File: config.mk
export PLATFORM = sky130hd
export DESIGN_NAME = periph_bus_ctrl
export DESIGN_NICKNAME = d
export VERILOG_FILES = /design/src/rtl/periph_bus_pkg.sv /design/src/rtl/rr_arbiter2.sv /design/src/rtl/periph_bus_ctrl.sv
export SDC_FILE = /design/constraint.sdc
export NUM_CORES = 1
export LEC_CHECK = 0
export BUFFER_PORTS_ARGS = -buffer_cell sky130_fd_sc_hd__buf_4
export CAP_MARGIN = 20
export CORE_MARGIN = 2
export CORE_UTILIZATION = 40
export CTS_BUF_LIST = sky130_fd_sc_hd__clkbuf_2 sky130_fd_sc_hd__clkbuf_4 sky130_fd_sc_hd__clkbuf_8
export CTS_CLUSTER_SIZE = 16
export DETAILED_ROUTE_END_ITERATION = 10
export MAX_ROUTING_LAYER = met4
export PLACE_DENSITY = 0.73
export SLEW_MARGIN = 5
export SYNTH_ARGS = -nofsm -noshare
export SYNTH_HDL_FRONTEND = slang
export SYNTH_SLANG_ARGS = --single-unit
export TNS_END_PERCENT = 30
File: constraint.sdc
create_clock -name clk -period 1.8 [get_ports clk]
set_input_delay 0 -clock clk [delete_from_list [all_inputs] [get_ports clk]]
set_output_delay 0 -clock clk [all_outputs]
set_load 0.005 [all_outputs]
File: src/rtl/periph_bus_pkg.sv
// Shared types and defaults for the peripheral bus controller.
package periph_bus_pkg;

    typedef enum logic [1:0] {
        IDLE     = 2'd0,
        ISSUE    = 2'd1,
        WAIT_RSP = 2'd2,
        DONE     = 2'd3
    } state_t;

    localparam int          TIMEOUT_DEF  = 255;
    localparam logic [31:0] ERR_WORD_DEF = 32'hDEAD_BEEF;

endpackage

File: src/rtl/rr_arbiter2.sv
// Two-requester round-robin grant: on a tie, the requester not served last wins.
module rr_arbiter2 (
    input  logic [1:0] req,
    input  logic       last,
    output logic [1:0] gnt
);

    always_comb begin
        gnt = req;
        if (req == 2'b11) begin
            gnt = last ? 2'b01 : 2'b10;
        end
    end

endmodule

File: src/rtl/periph_bus_ctrl.sv
// Two-master to one-downstream bus controller: arbitrate, issue one command,
// wait for the response (or time out) and return it to the owning master.
module periph_bus_ctrl
    import periph_bus_pkg::*;
#(
    parameter int          TIMEOUT  = TIMEOUT_DEF,
    parameter logic [31:0] ERR_WORD = ERR_WORD_DEF
) (
    input  logic        clk,
    input  logic        rst,
    input  logic        m0_req,
    input  logic        m0_we,
    input  logic [3:0]  m0_addr,
    input  logic [31:0] m0_wdata,
    output logic        m0_ack,
    output logic [31:0] m0_rdata,
    output logic        m0_err,
    input  logic        m1_req,
    input  logic        m1_we,
    input  logic [3:0]  m1_addr,
    input  logic [31:0] m1_wdata,
    output logic        m1_ack,
    output logic [31:0] m1_rdata,
    output logic        m1_err,
    output logic        cmd_valid,
    output logic        cmd_write,
    output logic [3:0]  cmd_addr,
    output logic [31:0] cmd_data,
    input  logic        cmd_busy,
    input  logic        rsp_stb,
    input  logic [31:0] rsp_word
);

    localparam logic [7:0] TMO = 8'(TIMEOUT);

    state_t      state;
    logic [7:0]  timer;
    logic        last;
    logic        owner;
    logic [1:0]  gnt;
    logic [31:0] rsp_sel;
    logic        rsp_is_err;

    rr_arbiter2 u_arb (
        .req  ({m1_req, m0_req}),
        .last (last),
        .gnt  (gnt)
    );

    // A real response always beats a coincident timeout.
    assign rsp_sel    = rsp_stb ? rsp_word : ERR_WORD;
    assign rsp_is_err = !rsp_stb;

    always_ff @(posedge clk or negedge rst) begin
        if (!rst) begin
            state     <= IDLE;
            timer     <= '0;
            last      <= 1'b1;
            owner     <= 1'b0;
            cmd_valid <= 1'b0;
            cmd_write <= 1'b0;
            cmd_addr  <= '0;
            cmd_data  <= '0;
            m0_ack    <= 1'b0;
            m0_rdata  <= '0;
            m0_err    <= 1'b0;
            m1_ack    <= 1'b0;
            m1_rdata  <= '0;
            m1_err    <= 1'b0;
        end else begin
            unique case (state)
                IDLE: begin
                    if (|gnt) begin
                        owner     <= gnt[1];
                        cmd_write <= gnt[1] ? m1_we    : m0_we;
                        cmd_addr  <= gnt[1] ? m1_addr  : m0_addr;
                        cmd_data  <= gnt[1] ? m1_wdata : m0_wdata;
                        cmd_valid <= 1'b1;
                        timer     <= '0;
                        state     <= ISSUE;
                    end
                end
                ISSUE: begin
                    if (timer != TMO) timer <= timer + 8'd1;
                    if (!cmd_busy) begin
                        cmd_valid <= 1'b0;
                        state     <= WAIT_RSP;
                    end
                end
                WAIT_RSP: begin
                    if (timer != TMO) timer <= timer + 8'd1;
                    if (rsp_stb || timer == TMO) begin
                        m0_ack   <= !owner;
                        m1_ack   <= owner;
                        m0_rdata <= owner ? '0 : rsp_sel;
                        m1_rdata <= owner ? rsp_sel : '0;
                        m0_err   <= !owner && rsp_is_err;
                        m1_err   <= owner && rsp_is_err;
                        state    <= DONE;
                    end
                end
                DONE: begin
                    m0_ack   <= 1'b0;
                    m1_ack   <= 1'b0;
                    m0_rdata <= '0;
                    m1_rdata <= '0;
                    m0_err   <= 1'b0;
                    m1_err   <= 1'b0;
                    last     <= owner;
                    state    <= IDLE;
                end
                default: state <= IDLE;
            endcase
        end
    end

endmodule

==> results.toml <==
[route]
finalWirelength_um = 17100
detail-route-antenna-nets = 0
detail_route.vias_per_cell = 5.10
detailroute.via_count = 5124
drc = 0
firstDrtPassIters = 5
drt-initial-drc-count = 364
wire_per_inst_um = 17.0

[global_route]
global_route.overflow_total = 0
grt_usage_pct = 24.1
antenna_violations_before_repair = 0
grt_max_degree = 50
grt_pass1_wl_um = 26100
first_global_vias = 5297

[setup_path]
worst-r2r-setup-slack_ns = -0.07
timing.rr.start = "state[1]"
crit_path_dat_ns = 2.19
cp-start-kind = "flip-flop"
critical_setup_path_class = "flip-flop to flip-flop"
req_time_crit_path_ns = 2.12
critical-path-slowest-cell = "dfrtp_1"
path_cells = "inv_2 > ha_4 > or3b_4 > o211ai_1 > buf_4 > nor2_2 > a221o_2"
r2r.worst_path.cells = 7
max_stage_delay_ns = 0.41
regToRegEndpoint = "timer[4]"
crit_path_end_kind = "flip-flop"
crit_fanout = 6

[synth]
synth_largest_area_cell = "dfrtp_1"
synth_sequential_area_ratio_pct = 55.7
synth-adder-area-share_pct = 1.41
ys.warnings.count = 0
synth_simple_gate_area_share_pct = 11.2
yosys-mux-area-fraction_pct = 14.5
netlist_top_cells_area = "dfrtp_1 (55%), mux2i_1 (11%), nand2_1 (4.7%)"
synth-compound-area-share_pct = 12.4
post_synth.cell_area_avg_sq_um = 11.2
synth_common_cells = "dfrtp_1 (117), nand2_1 (67), mux2i_1 (60)"
yosys_most_used_dff = "dfrtp_1"
edff_count_synth = 0
synth-xor-area-share_pct = 0
yosysTopAreaCellShare_pct = 55.2
synth_cell_type_count = 36
mappedNetlistArea_sq_mm = 0.00531
number_of_instances_in_the_synthesized_netlist = 475
dominant_combinational_cell_family_by_area_after_synthesis = "multiplexers"
synth.ff_latch_count = 118
synth_most_common_cell = "dfrtp_1"
synth_fp_nets = 593
async_flop_share_pct = 100

[clock_tree]
clock_latency_ns = 0.43
numCtsBuffers = 17
number_of_clock_sinks_seen_by_cts = 118
cts.htree.levels = 4
cts.reportedPaths.clkPinSlew_ns = 0.07
library_cell_used_as_clock_root_buffer = "clkbuf_8"
cts_buffer_depth = 2
tritoncts = "yes"

[pwr]
internal_power_w = 0.00862
power.share.switching_pct = 35.1
comb_power_share_pct = 47.4
peakVddDrop_mv = 0.861
relative_contribution_of_the_clock_network_to_total_power_pct = 18.5
cellLeakagePower_nw = 4.66
power_per_cell_area_mw_per_mm2 = 1490
seqPwrFrac_pct = 34.2
switchingPower_w = 0.00466

[timing]
slew_headroom_pct = 59.1
finalSetupViolCount = 3
report.final.hold_viol_count = 0
fmaxAchievable_ghz = 0.535
finalWorstSetupSlack_ns = -0.0703
grt_setup_unrepaired = "yes"
timing_worst_slew_pin_value_ns = 0.611
fin_worst_skew_ns = 0.00859
maxSlewViolCount = 0
timing.final.crit_share_pct = 104
final.setup.tns_ns = -0.180
layout_min_cycle_time_ns = 1.87

[place]
routabilityCongestion = 0.824
detailed_placer_s_ending_hpwl_um = 9900
detailed_place.area_sq_mm = 0.00725
dpl.cell_count = 855
count_of_buffers_inserted_at_the_top_level_ports = 217

[floorplan]
die_area_sq_mm = 0.0142
initial_core_utilization_pct = 40.6
number_of_i_o_pins = 218
floorplan.rows = 42
floorplan.core_area_sq_mm = 0.0131
die_h_um = 119
x_dimension_of_the_die_um = 119

[worst_hold_path]
hold_path_class = "primary input to flip-flop"
hold-path-endpoint = "cmd_data[24]"
worst_hold_launch = "m1_req"
min_path_cells = 4

[final_layout]
final_design_area_no_fill_sq_mm = 0.00894
diodes = 0
drive_above_1_share_pct = 37.9
fin_nets = 934
final-instance-count-excl-fill = 1004
layout.core_utilization_pct = 68.3
area_growth_syn_to_layout_pct = 68.5

[flow_run]
max-cap-violations = 0

[status]
run_status = "finished with violations"
failed_checks = "negative setup slack"
critical path, delay by kind of cell, from the launching register on:
family	cells	cell delay (ns)
AOI/OAI and AO/OA	2	0.45
adders and majority gates	1	0.13
buffers and inverters	2	0.31
DFF	1	0.41
and+or+nand+nor	2	0.44
metal layers:
layer / up-vias / global-route usage, % / part of all wire, %
li1: 2325 / - / -
met3: 40 / 6.80 / 8.0
met1: 2481 / 28.0 / 41
met2: 278 / 40.2 / 49
met5: - / - / 0
met4: 0 / 8.41 / 2.3
state kept, by name, indices dropped and copies added (netlist names), 2 cells and up:
name      cells
m0_rdata     32
cmd_data     32
timer         8
state         2
m1_rdata     32
cmd_addr      4
placed cells by master (no fill, tap or decap), drive strengths merged:
| master | instances |
|---|---|
| nand2 | 67 |
| nor2 | 9 |
| nand4 | 1 |
| bufinv | 2 |
| o211ai | 2 |
| nand3 | 4 |
| or2 | 1 |
| ha | 6 |
| nand2b | 23 |
| inv | 27 |
| mux2 | 15 |
| dfrtp | 117 |
| and4b | 1 |
| a221o | 1 |
| a21oi | 5 |
| a21boi | 1 |
| o21ai | 45 |
| nor2b | 1 |
| or3 | 3 |
| a211o | 2 |
| dlymetal6s4s | 6 |
| clkbuf | 24 |
| mux2i | 60 |
| a32o | 8 |
| nor3b | 3 |
| nor3 | 2 |
| dfstp | 1 |
| buf | 242 |
| dlygate4sd3 | 103 |
| clkinvlp | 1 |
| or3b | 1 |
| a22o | 26 |
| clkinv | 5 |
| a21o | 5 |
| and3 | 8 |
power groups by stage:
stage	Clock [W]	Combinational, W	Sequential (W)
2_1_floorplan	0	0.00284	0.00447
6_report	0.00245	0.00629	0.00454
3_3_place_gp	0	0.00544	0.00449
4_1_cts	0.00252	0.00592	0.00451
3_5_place_dp	0	0.00561	0.00453
5_1_grt	0.00261	0.00682	0.00466
metrics by stage:
step / hold WS, ns / setup WS, ns / power [W]
detailed placement: 0.0287 / -0.0751 / 0.0101
floorplan: -0.296 / 0.00861 / 0.00731
finish: 0.0713 / -0.0703 / 0.0133
global route: 0.0833 / -0.105 / 0.0141
CTS: 0.0993 / 0.00743 / 0.0129
global placement: 0.0181 / 0.0126 / 0.00993
cell families (layout without fill, tap and decap cells):
group | Yosys count | count (layout)
compound gates | 95 | 95
fa+ha+maj | 6 | 6
buf+inv | 57 | 410
flops | 118 | 118
mux | 75 | 75
simple gates | 124 | 124
worst max path at each step:
| stage | cells past startpoint | start | to |
|---|---|---|---|
| floorplan | 6 | state[1] | timer[3] |
| global placement | 6 | state[0] | timer[3] |
| detailed placement | 6 | state[0] | timer[3] |
| CTS | 6 | state[1] | timer[2] |
| global route | 7 | state[1] | timer[3] |
| finish | 7 | state[1] | timer[4] |
layout make-up:
| type | count | area, sq um |
|---|---|---|
| fill | 904 | 4140 |
| timing repair buffer | 352 | 3070 |
| tap | 176 | 220 |
| clock buffer | 23 | 310 |
| multi-input combinational | 300 | 2190 |
| clock inverter | 8 | 96.3 |
| inverter | 27 | 101 |
| sequential | 118 | 2950 |
timing repair:
| item | in CTS | in global routing |
|---|---|---|
| hold buffers | 109 | 0 |
| pin swaps | 6 | 5 |
| resized for setup | 3 | 20 |
| hold endpoints to repair | 146 | 0 |
| setup buffers | 3 | 4 |
| gates cloned | 0 | 1 |
| endpoints found under the setup margin | 5 | 30 |
Note: power is estimated with default switching activity, not from simulation.
